==> config.mk <==
export PLATFORM = sky130hd
export DESIGN_NAME = render_scheduler
export DESIGN_NICKNAME = d
export VERILOG_FILES = /design/src/rtl/proctypes.sv /design/src/rtl/render_scheduler_rr_picker.sv /design/src/rtl/render_scheduler.sv
export SDC_FILE = /design/constraint.sdc
export NUM_CORES = 1
export LEC_CHECK = 0
export ABC_AREA = 1
export CELL_PAD_IN_SITES_DETAIL_PLACEMENT = 0
export CELL_PAD_IN_SITES_GLOBAL_PLACEMENT = 2
export CORE_MARGIN = 1.5
export CORE_UTILIZATION = 27
export CTS_CLUSTER_SIZE = 12
export DETAILED_ROUTE_END_ITERATION = 6
export PLACE_DENSITY = 0.9
export SETUP_SLACK_MARGIN = 0.3
export SYNTH_ARGS = -nofsm -noshare
export SYNTH_HDL_FRONTEND = slang
export SYNTH_SLANG_ARGS = --single-unit
==> constraint.sdc <==
create_clock -name clk_100mhz -period 5 [get_ports clk_100mhz]
set_input_delay 0.5 -clock clk_100mhz [delete_from_list [all_inputs] [get_ports clk_100mhz]]
set_output_delay 0.5 -clock clk_100mhz [all_outputs]
set_load 0.02 [all_outputs]
==> src/rtl/proctypes.sv <==
// Shared types for the render front end: camera record, scheduler states,
// pixel job record and a small modular-add helper used for round-robin math.
package proctypes;

  // Largest tracer pool the scheduler is meant to drive.
  localparam int MAX_TRACERS = 16;

  // Camera pose handed from the instruction processor to the tracers.
  typedef struct packed {
    logic [15:0] pos_x;
    logic [15:0] pos_y;
    logic [15:0] pos_z;
    logic [15:0] yaw;
  } Camera;

  typedef enum logic [2:0] {
    IDLE,
    WAIT_MEM,
    DISPATCH,
    DRAIN,
    DONE
  } SchedState;

  // One unit of work for a tracer.
  typedef struct packed {
    logic [15:0] hcount;
    logic [15:0] vcount;
    Camera       camera;
  } PixelJob;

  // (a + b) mod n; callers keep a and b below n so the sum never overflows.
  function automatic int unsigned wrap_add(int unsigned a, int unsigned b, int unsigned n);
    return (a + b) % n;
  endfunction

endpackage

==> src/rtl/render_scheduler_rr_picker.sv <==
// Round-robin picker: finds the first free tracer at or after the pointer,
// wrapping around the pool. Purely combinational.
module rr_picker
  import proctypes::*;
#(
  parameter int NUM_TRACERS = 4,
  localparam int IW = (NUM_TRACERS > 1) ? $clog2(NUM_TRACERS) : 1
) (
  input  logic [NUM_TRACERS-1:0] free_mask,
  input  logic [IW-1:0]          rr_ptr,
  output logic                   found,
  output logic [IW-1:0]          pick_idx
);

  // rotated[i] is the free bit of tracer (rr_ptr + i) mod NUM_TRACERS
  logic [NUM_TRACERS-1:0] rotated;
  logic [IW-1:0]          offset;

  for (genvar gi = 0; gi < NUM_TRACERS; gi++) begin : g_rot
    assign rotated[gi] = free_mask[IW'(wrap_add(32'(rr_ptr), 32'(gi), 32'(NUM_TRACERS)))];
  end

  // Lowest set bit of the rotated mask is the nearest free tracer.
  always_comb begin
    found  = 1'b0;
    offset = '0;
    for (int i = NUM_TRACERS - 1; i >= 0; i--) begin
      if (rotated[i]) begin
        found  = 1'b1;
        offset = IW'(i);
      end
    end
  end

  assign pick_idx = IW'(wrap_add(32'(rr_ptr), 32'(offset), 32'(NUM_TRACERS)));

endmodule

==> src/rtl/render_scheduler.sv <==
// Frame render scheduler: waits for scene memory, walks pixels in raster
// order, offers one job at a time to the first idle tracer (round-robin),
// counts completions and pulses frame_done when the frame has retired.
// Optional stall counter output enabled by defining RENDER_SCHED_PERF_EN.
module render_scheduler
  import proctypes::*;
#(
  parameter int NUM_TRACERS = 4,
  parameter int H_RES       = 320,
  parameter int V_RES       = 240,
  localparam int HW = $clog2(H_RES),
  localparam int VW = $clog2(V_RES),
  localparam int PW = $clog2(H_RES * V_RES + 1),
  localparam int IW = (NUM_TRACERS > 1) ? $clog2(NUM_TRACERS) : 1
) (
  input  logic                   clk_100mhz,
  input  logic                   rst,
  input  logic                   start,
  input  logic                   mem_ready,
  input  Camera                  cam_in,
  output logic [NUM_TRACERS-1:0] job_valid,
  input  logic [NUM_TRACERS-1:0] job_ready,
  output logic [HW-1:0]          job_hcount,
  output logic [VW-1:0]          job_vcount,
  output Camera                  job_camera,
  input  logic [NUM_TRACERS-1:0] done_valid,
  output logic                   busy,
  output logic                   frame_done,
  output logic [PW-1:0]          pixels_done
`ifdef RENDER_SCHED_PERF_EN
  ,
  output logic [31:0]            stall_cycles
`endif
);

  SchedState              state_reg, state_next;
  logic [HW-1:0]          x_reg;
  logic [VW-1:0]          y_reg;
  logic [IW-1:0]          rr_reg;
  logic [IW-1:0]          offer_idx_reg;
  logic [NUM_TRACERS-1:0] busy_mask_reg, busy_mask_next;
  logic [NUM_TRACERS-1:0] job_valid_reg;
  logic [HW-1:0]          job_hcount_reg;
  logic [VW-1:0]          job_vcount_reg;
  Camera                  job_camera_reg;
  logic [PW-1:0]          pixels_done_reg, pixels_done_next;

  logic [NUM_TRACERS-1:0] xfer_mask;
  logic                   xfer, last_pixel, frame_start, pick_en, found;
  logic [IW-1:0]          pick_idx;

  assign frame_start = (state_reg == IDLE) && start;
  assign xfer_mask   = job_valid_reg & job_ready;
  assign xfer        = |xfer_mask;
  assign last_pixel  = (x_reg == HW'(H_RES - 1)) && (y_reg == VW'(V_RES - 1));
  // Only pick when nothing is on offer, so a pending offer is never moved.
  assign pick_en     = (state_reg == DISPATCH) && mem_ready && !(|job_valid_reg) && found;

  // Completions use the registered mask, so a tracer finishing this cycle is
  // only seen as free by the picker on the next cycle.
  assign busy_mask_next   = (busy_mask_reg & ~done_valid) | xfer_mask;
  assign pixels_done_next = pixels_done_reg + PW'($countones(done_valid & busy_mask_reg));

  rr_picker #(.NUM_TRACERS(NUM_TRACERS)) u_picker (
    .free_mask (~busy_mask_reg),
    .rr_ptr    (rr_reg),
    .found     (found),
    .pick_idx  (pick_idx)
  );

  // State register.
  always_ff @(posedge clk_100mhz or posedge rst) begin
    if (rst) state_reg <= IDLE;
    else     state_reg <= state_next;
  end

  // Next-state logic.
  always_comb begin
    state_next = state_reg;
    case (state_reg)
      IDLE:     if (start)                                      state_next = WAIT_MEM;
      WAIT_MEM: if (mem_ready)                                  state_next = DISPATCH;
      DISPATCH: if (xfer && last_pixel)                         state_next = DRAIN;
      DRAIN:    if (pixels_done_next == PW'(H_RES * V_RES))     state_next = DONE;
      DONE:                                                     state_next = IDLE;
      default:                                                  state_next = IDLE;
    endcase
  end

  // Status outputs decoded from the state.
  always_comb begin
    busy       = (state_reg != IDLE);
    frame_done = (state_reg == DONE);
  end

  // Dispatch datapath: frame setup, offer/transfer handling and completion count.
  always_ff @(posedge clk_100mhz or posedge rst) begin
    if (rst) begin
      x_reg           <= '0;
      y_reg           <= '0;
      rr_reg          <= '0;
      offer_idx_reg   <= '0;
      busy_mask_reg   <= '0;
      job_valid_reg   <= '0;
      job_hcount_reg  <= '0;
      job_vcount_reg  <= '0;
      job_camera_reg  <= '0;
      pixels_done_reg <= '0;
    end else if (frame_start) begin
      job_camera_reg  <= cam_in;
      x_reg           <= '0;
      y_reg           <= '0;
      pixels_done_reg <= '0;
      busy_mask_reg   <= '0;
    end else begin
      busy_mask_reg   <= busy_mask_next;
      pixels_done_reg <= pixels_done_next;
      if (xfer) begin
        job_valid_reg <= '0;
        rr_reg        <= IW'(wrap_add(32'(offer_idx_reg), 32'd1, 32'(NUM_TRACERS)));
        if (x_reg == HW'(H_RES - 1)) begin
          x_reg <= '0;
          y_reg <= y_reg + VW'(1);
        end else begin
          x_reg <= x_reg + HW'(1);
        end
      end else if (pick_en) begin
        job_valid_reg  <= NUM_TRACERS'(1) << pick_idx;
        offer_idx_reg  <= pick_idx;
        job_hcount_reg <= x_reg;
        job_vcount_reg <= y_reg;
      end
    end
  end

  assign job_valid   = job_valid_reg;
  assign job_hcount  = job_hcount_reg;
  assign job_vcount  = job_vcount_reg;
  assign job_camera  = job_camera_reg;
  assign pixels_done = pixels_done_reg;

`ifdef RENDER_SCHED_PERF_EN
  logic [31:0] stall_cycles_reg;

  // Count DISPATCH cycles that moved no job, saturating at all-ones.
  always_ff @(posedge clk_100mhz or posedge rst) begin
    if (rst)                                                           stall_cycles_reg <= '0;
    else if (frame_start)                                              stall_cycles_reg <= '0;
    else if (state_reg == DISPATCH && !xfer && stall_cycles_reg != '1) stall_cycles_reg <= stall_cycles_reg + 32'd1;
  end

  assign stall_cycles = stall_cycles_reg;
`else
  // No stall counter in this build.
`endif

endmodule

==> results.sh, run 1 <==
export IMPL_track_usage_pct=15.1
export IMPL_drv_cap=0
export IMPL_ant_nets=0
export IMPL_synth_cells=719
export IMPL_start_util_pct=27.8
export IMPL_clk_latency_ns=0.42
export IMPL_synth_seq_cells=130
export IMPL_path_buf_inv=2
export IMPL_rsz0062_at_grt="false"
export IMPL_timing_fmax_mhz=315
export IMPL_gp_congestion=0.760
export IMPL_portBuffers=179
export IMPL_setup_slack_ns=1.83
export IMPL_grt_max_degree=80
export IMPL_post_drt_wl_per_cell_um=13.5
export IMPL_dr_pass1_iters=5
export IMPL_hold_viol=0
export IMPL_coreArea_um2=21300
export IMPL_slew_violations=0
export IMPL_num_io_pins=180
export IMPL_crit_family="adder cells"
export IMPL_fin_nets=983
export IMPL_synthArstFlopShare_pct=100
export IMPL_status="finished, final reports clean"
export IMPL_worstPathRequired_ns=5.29
export IMPL_cts_tree="yes"
export IMPL_pre_cts_ws_ns=1.39
export IMPL_ys_flop_type="dfrtp_1"
export IMPL_arrival_ns=3.47
export IMPL_cts_repair_resized=0
export IMPL_viasPerCell=4.34
export IMPL_p_leak_uw=0.00401
export IMPL_final_cell_mix="nand2_1, clkdlybuf4s50_1, dfrtp_1"
export IMPL_h_tree_depth=4
export IMPL_crit_type="input port to flip-flop"
export IMPL_synth_top_family_by_area="simple AND/OR/NAND/NOR gates"
export IMPL_drt_iter0_drc=213
export IMPL_largest_reg_flops=64
export IMPL_grt_pass1_wl_um=26600
export IMPL_rows=53
export IMPL_postSynthNetCount=802
export IMPL_dp_hpwl_um=11100
export IMPL_timing_hold_ws_ns=0.478
export IMPL_globalRoute_totalOverflow=0
export IMPL_max_stage_delay_ns=0.50
export IMPL_yosysSeqAreaShare_pct=54.9
export IMPL_vias=5152
export IMPL_period_share_pct=63.5
export IMPL_synthSimpleGateAreaFrac_pct=30.0
export IMPL_synth_cell_types=38
export IMPL_wl_um=16000
export IMPL_end_kind="flip-flop"
export IMPL_ir_drop_mv=0.237
export IMPL_crit_path_start_kind="input port"
export IMPL_clockBufferDepth=2
export IMPL_clk_root_buffer_cell="clkbuf_16"
export IMPL_period_needed_ns=3.17
export IMPL_cts_sinks=130
export IMPL_worst_slew_pin_transition_ns=0.941
export IMPL_fin_worst_skew_ns=0.0106
export IMPL_synthMuxAreaShare_pct=0
export IMPL_yosysWarnings=0
export IMPL_drive_gt1_share_pct=6.91
export IMPL_hold_buffers=0
export IMPL_die_y_um=151
export IMPL_setup_tns_ns=0
export IMPL_first_global_vias=5159
export IMPL_cts_buffers=17
export IMPL_synth_fa_ha_area_share_pct=1.86
export IMPL_synth_xor_area_share_pct=1.29
export IMPL_mostFrequentLayoutCell="nand2_1"
export IMPL_antenna_found_initial=1
export IMPL_drc=0
export IMPL_synth_edf_count=0
export IMPL_synth_compound_area_share_pct=6.15
export IMPL_crit_chain="clkdlybuf4s50_1 -> nand2_1 -> fa_1 -> fa_1 -> inv_1 -> fa_1 -> nand3b_1 -> nor2_1 -> nand2_1 -> nor2_1 -> nand3_1 -> nor2_1 -> nand3_1 -> nand2_1 -> a21oi_1"
export IMPL_slew_limit_headroom_pct=37.3
export IMPL_die_x_um=151
export IMPL_final_core_util_pct=40.4
export IMPL_crit_slowest_cell="fa_1"
export IMPL_powerDensity_nw_per_um2=582
export IMPL_hp_class="flip-flop to flip-flop"
export IMPL_die_area_um2=22800
export IMPL_setup_viol_count_final=0
export IMPL_synth_avg_cell_area_um2=8.23
export IMPL_post_cts_buffers=0
export IMPL_syn_cell_area_um2=5920
export IMPL_cp_max_fo=3
export IMPL_clk_pin_slew_ns=0.06
export IMPL_area_growth_pct=45.3
## worst paths after layout
| check | from | end | slack, ns | cells past startpoint |
|---|---|---|---|---|
| max | done_valid[0] | state_reg[1]$_DFFE_PP0P_ | 1.83 | 15 |
| min | job_camera[8]$_DFFE_PP0P_ | job_camera[8]$_DFFE_PP0P_ | 0.48 | 2 |
| max reg2reg | busy_mask_reg[0]$_DFF_PP0_ | state_reg[1]$_DFFE_PP0P_ | 2.00 | 14 |
| min reg2reg | job_camera[8]$_DFFE_PP0P_ | job_camera[8]$_DFFE_PP0P_ | 0.48 | 2 |
| max in group asynchronous | rst | job_camera[62]$_DFFE_PP0P_ | 3.37 | 3 |
| min in group asynchronous | rst | job_camera[20]$_DFFE_PP0P_ | 0.63 | 2 |
## worst register-to-register path, cell delays in order, from the launching register on
cell and delay [ns]:
dfrtp_1 0.38, nand2_1 0.09, fa_1 0.50, fa_1 0.44
inv_1 0.10, fa_1 0.43, nand3b_1 0.17, nor2_1 0.12
nand2_1 0.06, nor2_1 0.09, nand3_1 0.08, nor2_1 0.12
nand3_1 0.12, nand2_1 0.10, a21oi_1 0.07
## cell families after synthesis
| kind of cell | after synthesis |
|---|---|
| simple gates | 426 |
| flops | 130 |
| buf+inv | 81 |
| compound gates | 68 |
| xor+xnor | 7 |
| fa+ha+maj | 7 |
## layer usage
metal / part of all wire, % / track usage [%] / vias to the layer above / routed length, um
met2: 45 / 22.7 / 144 / 7180
met4: 1.2 / 5.58 / 0 / 193
met3: 7.7 / 5.21 / 16 / 1240
met1: 46 / 20.0 / 2379 / 7430
met5: 0 / 0 / - / 0
li1: - / - / 2613 / -
## cell usage after synthesis (3+ instances only)
library cell | count | area [um^2]
fa_1 | 3 | 60.1
dfrtp_1 | 130 | 3250
o21ai_0 | 20 | 100
a211oi_1 | 3 | 22.5
nor2_1 | 41 | 154
inv_2 | 3 | 11.3
a21oi_1 | 16 | 80.1
nand3b_1 | 3 | 22.5
nand2_2 | 8 | 50.1
xor2_1 | 3 | 26.3
nand3_1 | 26 | 130
nand4_1 | 6 | 37.5
nor3_1 | 4 | 20.0
inv_1 | 57 | 214
ha_1 | 4 | 50.1
o22ai_1 | 3 | 18.8
clkbuf_1 | 13 | 48.8
nor2_4 | 3 | 33.8
nand2_1 | 321 | 1200
buf_6 | 5 | 56.3
nor2_2 | 4 | 25.0
o21ai_1 | 21 | 105
## power breakdown
part	internal [uW]	switching (uW)	total, uW	leakage [uW]
Sequential	1420	243	1660	0.00169
Combinational	880	1150	2030	0.00203
Clock	832	488	1320	0.000288
## per-stage QoR
| stage | std cells | instance area, um^2 | total power [uW] |
|---|---|---|---|
| 2_1_floorplan | 719 | 5920 | 2830 |
| 6_report | 1188 | 8600 | 5010 |
| 5_1_grt | 1187 | 8600 | 5360 |
| 4_1_cts | 1187 | 8600 | 5080 |
| 3_3_place_gp | 1156 | 7980 | 3720 |
| 3_5_place_dp | 1156 | 7980 | 3730 |
## final cells by class
type | instances | area [um^2]
timing repair buffer | 183 | 1830
multi-input combinational | 508 | 2320
fill | 2178 | 12700
inverter | 60 | 228
clock buffer | 18 | 429
antenna | 1 | 2.50
tap | 275 | 344
sequential | 130 | 3250
clock inverter | 13 | 186
Power figures use the tool's default switching activity.
==> inputs of run 2 (changes only) <==
- clock period: 5 -> 3 ns (I/O delays scaled with it)
==> run 2 against run 1 <==
Net effect:
- critical path depth unchanged
- via count up 2.2%
- first-iteration DRC count is 22% lower
- sequential cell count stayed put
- sequential power increased by 66%
- largest cell class unchanged
- largest power group unchanged
==> results.sh, run 2 (synthesis results as in run 1) <==
export IMPL_status="finished, final reports clean"
export IMPL_rsz0062_at_grt="true"
export IMPL_portBuffers=179
export IMPL_setup_slack_ns=0.175
export IMPL_antenna_found_initial=0
export IMPL_setup_tns_ns=0
export IMPL_die_y_um=151
export IMPL_globalRoute_totalOverflow=0
export IMPL_hold_viol=0
export IMPL_die_x_um=151
export IMPL_powerDensity_nw_per_um2=953
export IMPL_drc=0
export IMPL_pre_cts_ws_ns=-0.330
export IMPL_rr_worst_depth=15
export IMPL_regToRegStartpoint="busy_mask_reg[2]$_DFF_PP0_"
export IMPL_fin_nets=1004
export IMPL_period_share_pct=94.2
export IMPL_worstPathRequired_ns=3.36
export IMPL_vias=5264
export IMPL_crit_slowest_cell="fa_1"
export IMPL_cp_max_fo=3
export IMPL_post_drt_wl_per_cell_um=13.2
export IMPL_ant_nets=0
export IMPL_dp_hpwl_um=11300
export IMPL_drt_iter0_drc=166
export IMPL_hp_class="input port to async pin"
export IMPL_fin_total_pwr_uw=8370
export IMPL_worst_slew_pin_transition_ns=0.593
export IMPL_clk_pin_slew_ns=0.06
export IMPL_crit_chain="nand2_2 -> fa_1 -> fa_2 -> inv_2 -> fa_2 -> nand3b_1 -> nor2_1 -> nand2_1 -> nor2_1 -> nand3_1 -> nor2_1 -> nand3_2 -> nand2_2 -> nand2_1 -> nand2_1"
export IMPL_antenna_cells=0
export IMPL_clockBufferDepth=2
export IMPL_drv_cap=0
export IMPL_hold_buffers=0
export IMPL_finalNonFillerCells=1209
export IMPL_multiInputGateArea_um2=2350
export IMPL_arrival_ns=3.18
export IMPL_final_cell_mix="nand2_1, clkdlybuf4s50_1, dfrtp_1"
export IMPL_final_core_util_pct=41.3
export IMPL_viasPerCell=4.35
export IMPL_largest_reg_flops=64
export IMPL_dr_pass1_iters=4
export IMPL_track_usage_pct=14.8
export IMPL_max_stage_delay_ns=0.49
export IMPL_first_global_vias=5222
export IMPL_die_area_um2=22800
export IMPL_gp_congestion=0.787
export IMPL_timing_fmax_mhz=354
export IMPL_area_sequential_um2=3250
export IMPL_r2r_setup_slack_ns=0.18
export IMPL_dpl_cell_count=1173
export IMPL_cts_tree="yes"
export IMPL_grt_pass1_wl_um=26200
export IMPL_period_needed_ns=2.82
export IMPL_cts_buffers=17
export IMPL_n_fill_cell=2185
export IMPL_drive_gt1_share_pct=10.4
export IMPL_startpoint="busy_mask_reg[2]$_DFF_PP0_"
export IMPL_setup_viol_count_final=0
export IMPL_clk_root_buffer_cell="clkbuf_16"
export IMPL_h_tree_depth=4
export IMPL_clk_latency_ns=0.42
export IMPL_area_growth_pct=48.4
export IMPL_slew_limit_headroom_pct=60.5
export IMPL_mostFrequentLayoutCell="nand2_1"
export IMPL_num_io_pins=180
export IMPL_crit_type="flip-flop to flip-flop"
export IMPL_r2r_end="state_reg[0]$_DFFE_PP0P_"
export IMPL_wl_um=15900
export IMPL_p_leak_uw=0.00411
export IMPL_ir_drop_mv=0.407
export IMPL_crit_path_start_kind="flip-flop"
export IMPL_fin_worst_skew_ns=0.00760
export IMPL_slew_violations=0
export IMPL_cts_sinks=130
export IMPL_start_util_pct=27.8
export IMPL_end_kind="flip-flop"
export IMPL_grt_max_degree=54
export IMPL_coreArea_um2=21300
export IMPL_rows=53
run 2: layout make-up:
| cell class | instances | share of cell area [%] |
|---|---|---|
| sequential | 130 | 37.0 |
| inverter | 60 | 2.61 |
| clock buffer | 18 | 5.00 |
| multi-input combinational | 508 | 26.7 |
| tap | 275 | 3.92 |
| timing repair buffer | 204 | 22.8 |
| clock inverter | 14 | 1.88 |
run 2: power breakdown:
part / internal [uW] / switching (uW) / total, uW
clock network: 1270 / 871 / 2150
logic: 1520 / 1950 / 3460
registers: 2360 / 400 / 2760
total: 5150 / 3220 / 8370
run 2: through the flow:
step,hold WS [ns],instance area (um^2)
final,0.240,8780
after global routing,0.272,8780
after CTS,0.239,8760
after detailed placement,0.464,8130
after global placement,0.460,8130
after floorplan,0.410,5930
run 2: timing repair:
item	CTS	global route
setup endpoints to repair	3	4
gates resized for setup	0	7
setup buffers	3	1
pin swaps	5	2
run 2: worst max-delay path, delay by kind of cell (launching register included):
kind / cells / cell delay, ns
buf+inv: 1 / 0.08
simple gates: 11 / 1.04
flops: 1 / 0.38
fa+ha+maj: 3 / 1.27
run 2: routing by layer:
metal / wire length [um] / global-route usage [%] / vias to the layer above
li1: - / - / 2649
met1: 7560 / 20.0 / 2461
met2: 7040 / 22.1 / 140
met3: 1200 / 5.48 / 14
met4: 134 / 3.93 / 0
met5: 0 / 0 / -
run 2: worst max path at each step:
stage                                    end  slack, ns  depth (start not counted)
floorplan           state_reg[1]$_DFFE_PP0P_       0.34                         14
global placement    state_reg[1]$_DFFE_PP0P_      -0.28                         15
detailed placement  state_reg[1]$_DFFE_PP0P_      -0.33                         15
CTS                 state_reg[1]$_DFFE_PP0P_       0.16                         14
global route        state_reg[0]$_DFFE_PP0P_       0.04                         15
finish              state_reg[0]$_DFFE_PP0P_       0.18                         15
==> inputs of run 3 (changes only) <==
- ABC_CLOCK_PERIOD_IN_PS: unset -> 3000
- SYNTH_HIERARCHICAL: unset -> 1
- TNS_END_PERCENT: unset -> 20
==> run 3 against run 2 <==
Net effect:
- clock power rose by 2%
- hold slack improved by 0.10 ns
- sequential share of layout area fell by 0.88 points
- cell area rose by 2.4%
- sequential power rose by 3%
==> results.sh, run 3 <==
export IMPL_synth_avg_cell_area_um2=7.92
export IMPL_rows=54
export IMPL_h_tree_depth=4
export IMPL_hold_viol=0
export IMPL_clk_pin_slew_ns=0.07
export IMPL_largest_reg_flops=64
export IMPL_grt_pass1_wl_um=28500
export IMPL_synth_top_family_by_area="simple AND/OR/NAND/NOR gates"
export IMPL_fin_nets=1056
export IMPL_synth_fa_ha_area_share_pct=1.80
export IMPL_worstPathRequired_ns=3.31
export IMPL_yosysWarnings=6
export IMPL_crit_chain="clkdlybuf4s50_1 -> nand2_2 -> fa_1 -> fa_2 -> inv_2 -> fa_2 -> nand2_2 -> nor2_4 -> nand2_2 -> nor2_4 -> xor2_1 -> nand3_1 -> nor2_1 -> nand2_1 -> nand3_1 -> nand2_1"
export IMPL_cts_buffers=17
export IMPL_final_core_util_pct=40.8
export IMPL_post_drt_wl_per_cell_um=13.6
export IMPL_die_y_um=154
export IMPL_synthArstFlopShare_pct=100
export IMPL_synth_cell_types=37
export IMPL_ant_nets=0
export IMPL_synth_seq_cells=130
export IMPL_final_cell_mix="nand2_1, clkdlybuf4s50_1, dfrtp_1"
export IMPL_cp_max_fo=4
export IMPL_area_growth_pct=46.8
export IMPL_hp_class="input port to async pin"
export IMPL_wl_um=17200
export IMPL_crit_family="adder cells"
export IMPL_mostFrequentLayoutCell="nand2_1"
export IMPL_die_x_um=154
export IMPL_num_io_pins=180
export IMPL_viasPerCell=4.36
export IMPL_drv_cap=0
export IMPL_ys_flop_type="dfrtp_1"
export IMPL_powerDensity_nw_per_um2=957
export IMPL_synth_edf_count=0
export IMPL_globalRoute_totalOverflow=0
export IMPL_crit_path_start_kind="input port"
export IMPL_clockBufferDepth=2
export IMPL_hold_buffers=0
export IMPL_synth_xor_area_share_pct=1.00
export IMPL_grt_max_degree=77
export IMPL_antenna_cells=0
export IMPL_die_area_um2=23600
export IMPL_slew_limit_headroom_pct=59.5
export IMPL_path_common_cell="nand2_2"
export IMPL_yosysSeqAreaShare_pct=53.1
export IMPL_p_leak_uw=0.00432
export IMPL_timing_fmax_mhz=366
export IMPL_period_share_pct=91.1
export IMPL_dp_hpwl_um=11900
export IMPL_synth_largest_area_cell="dfrtp_1"
export IMPL_portBuffers=179
export IMPL_slew_violations=0
export IMPL_coreArea_um2=22000
export IMPL_fin_worst_skew_ns=0.0133
export IMPL_syn_cell_area_um2=6130
export IMPL_setup_viol_count_final=0
export IMPL_synthTopCellsByCount="nand2_1, dfrtp_1, inv_1"
export IMPL_crit_type="input port to flip-flop"
export IMPL_cts_sinks=130
export IMPL_rsz0062_at_grt="true"
export IMPL_first_global_vias=5662
export IMPL_fin_total_pwr_uw=8610
export IMPL_period_needed_ns=2.73
export IMPL_crit_slowest_cell="clkdlybuf4s50_1"
export IMPL_drt_iter0_drc=226
export IMPL_synth_compound_area_share_pct=5.43
export IMPL_gp_congestion=0.757
export IMPL_status="finished, final reports clean"
export IMPL_start_util_pct=27.8
export IMPL_clk_root_buffer_cell="clkbuf_16"
export IMPL_worst_slew_pin_transition_ns=0.605
export IMPL_synthMuxAreaShare_pct=0
export IMPL_track_usage_pct=15.1
export IMPL_cts_tree="yes"
export IMPL_synth_cells=774
export IMPL_drive_gt1_share_pct=9.03
export IMPL_synth_top_area_share_pct=53.1
export IMPL_ir_drop_mv=0.435
export IMPL_synthSimpleGateAreaFrac_pct=32.7
export IMPL_postSynthNetCount=857
export IMPL_synthTopCellsByArea="dfrtp_1, nand2_1, inv_1"
export IMPL_max_stage_delay_ns=0.50
export IMPL_antenna_found_initial=0
export IMPL_dr_pass1_iters=4
export IMPL_clk_latency_ns=0.41
export IMPL_arrival_ns=3.04
export IMPL_yosysMostFrequentCell="nand2_1"
export IMPL_drc=0
export IMPL_path_buf_inv=2
export IMPL_vias=5517
export IMPL_end_kind="flip-flop"
## run 3: cell count changes after synthesis, sizes merged, moves of 2 or more
cell / delta
a211oi: -2
inv: +10
nand2: +40
nand3: +3
nand4: +2
nor2: +7
o21ai: -10
o21bai: +2
o22ai: -2
o31ai: +3
## run 3: worst reg2reg max path: stages (launching register included)
cell	delay (ns)
dfrtp_1	0.36
nand2_2	0.07
fa_1	0.49
fa_2	0.35
inv_2	0.07
fa_2	0.22
nand2_2	0.09
nor2_4	0.15
nand2_2	0.09
nor2_4	0.14
xor2_1	0.15
nand3_1	0.09
nor2_1	0.11
nand2_1	0.08
nand3_1	0.07
nand2_1	0.06
## run 3: area by class of cell
class	count	area (um^2)
clock inverters	15	191
multi-input cells	552	2520
repair buffers	202	1990
fillers	2252	13000
inverters	70	269
flip-flops and latches	130	3250
well taps	280	350
clock buffers	17	425
## run 3: final timing paths
path	cells after the start	slack, ns	from	endpoint
hold reg to reg	2	0.48	job_camera[57]$_DFFE_PP0P_	job_camera[57]$_DFFE_PP0P_
setup / recovery	16	0.27	done_valid[2]	state_reg[0]$_DFFE_PP0P_
hold / removal	3	0.34	rst	job_camera[63]$_DFFE_PP0P_
max in group asynchronous	3	2.25	rst	job_camera[1]$_DFFE_PP0P_
min in group clk_100mhz	3	0.41	cam_in[37]	job_camera[37]$_DFFE_PP0P_
setup reg to reg	15	0.29	busy_mask_reg[2]$_DFF_PP0_	state_reg[0]$_DFFE_PP0P_
## run 3: where the power goes
group / total [uW] / internal (uW) / switching (uW)
combinational: 3570 / 1560 / 2010
sequential: 2850 / 2400 / 450
clock: 2190 / 1330 / 862
total: 8610 / 5290 / 3320
## run 3: metrics by stage
step | hold WS, ns | area [um^2] | instances | setup TNS, ns | setup WS, ns
2_1_floorplan | 0.410 | 6130 | 774 | 0 | 0.215
3_3_place_gp | 0.461 | 8370 | 1234 | -0.716 | -0.240
3_5_place_dp | 0.465 | 8370 | 1234 | -0.831 | -0.274
4_1_cts | 0.344 | 8990 | 1266 | 0 | 0.278
5_1_grt | 0.383 | 8990 | 1266 | 0 | 0.0629
6_report | 0.345 | 8990 | 1266 | 0 | 0.266
## run 3: kinds of logic (layout without fill, tap and decap cells)
group / Yosys count / count (layout)
flops: 130 / 130
xor+xnor: 7 / 7
fa+ha+maj: 7 / 7
buf+inv: 92 / 304
simple gates: 478 / 478
compound gates: 60 / 60
## run 3: per-layer routing
metal	share of wire (%)	up-vias	track usage [%]	routed length [um]
met5	0	-	0	0
met4	0.49	0	3.65	84
met3	8.2	7	6.00	1410
met2	44	160	23.7	7640
met1	47	2540	19.3	8040
li1	-	2810	-	-
## run 3: what timing repair did
action	4_1_cts	5_1_grt
endpoints found under the setup margin	3	3
buffers inserted	0	0
resized for setup	4	0
pin swaps	6	0
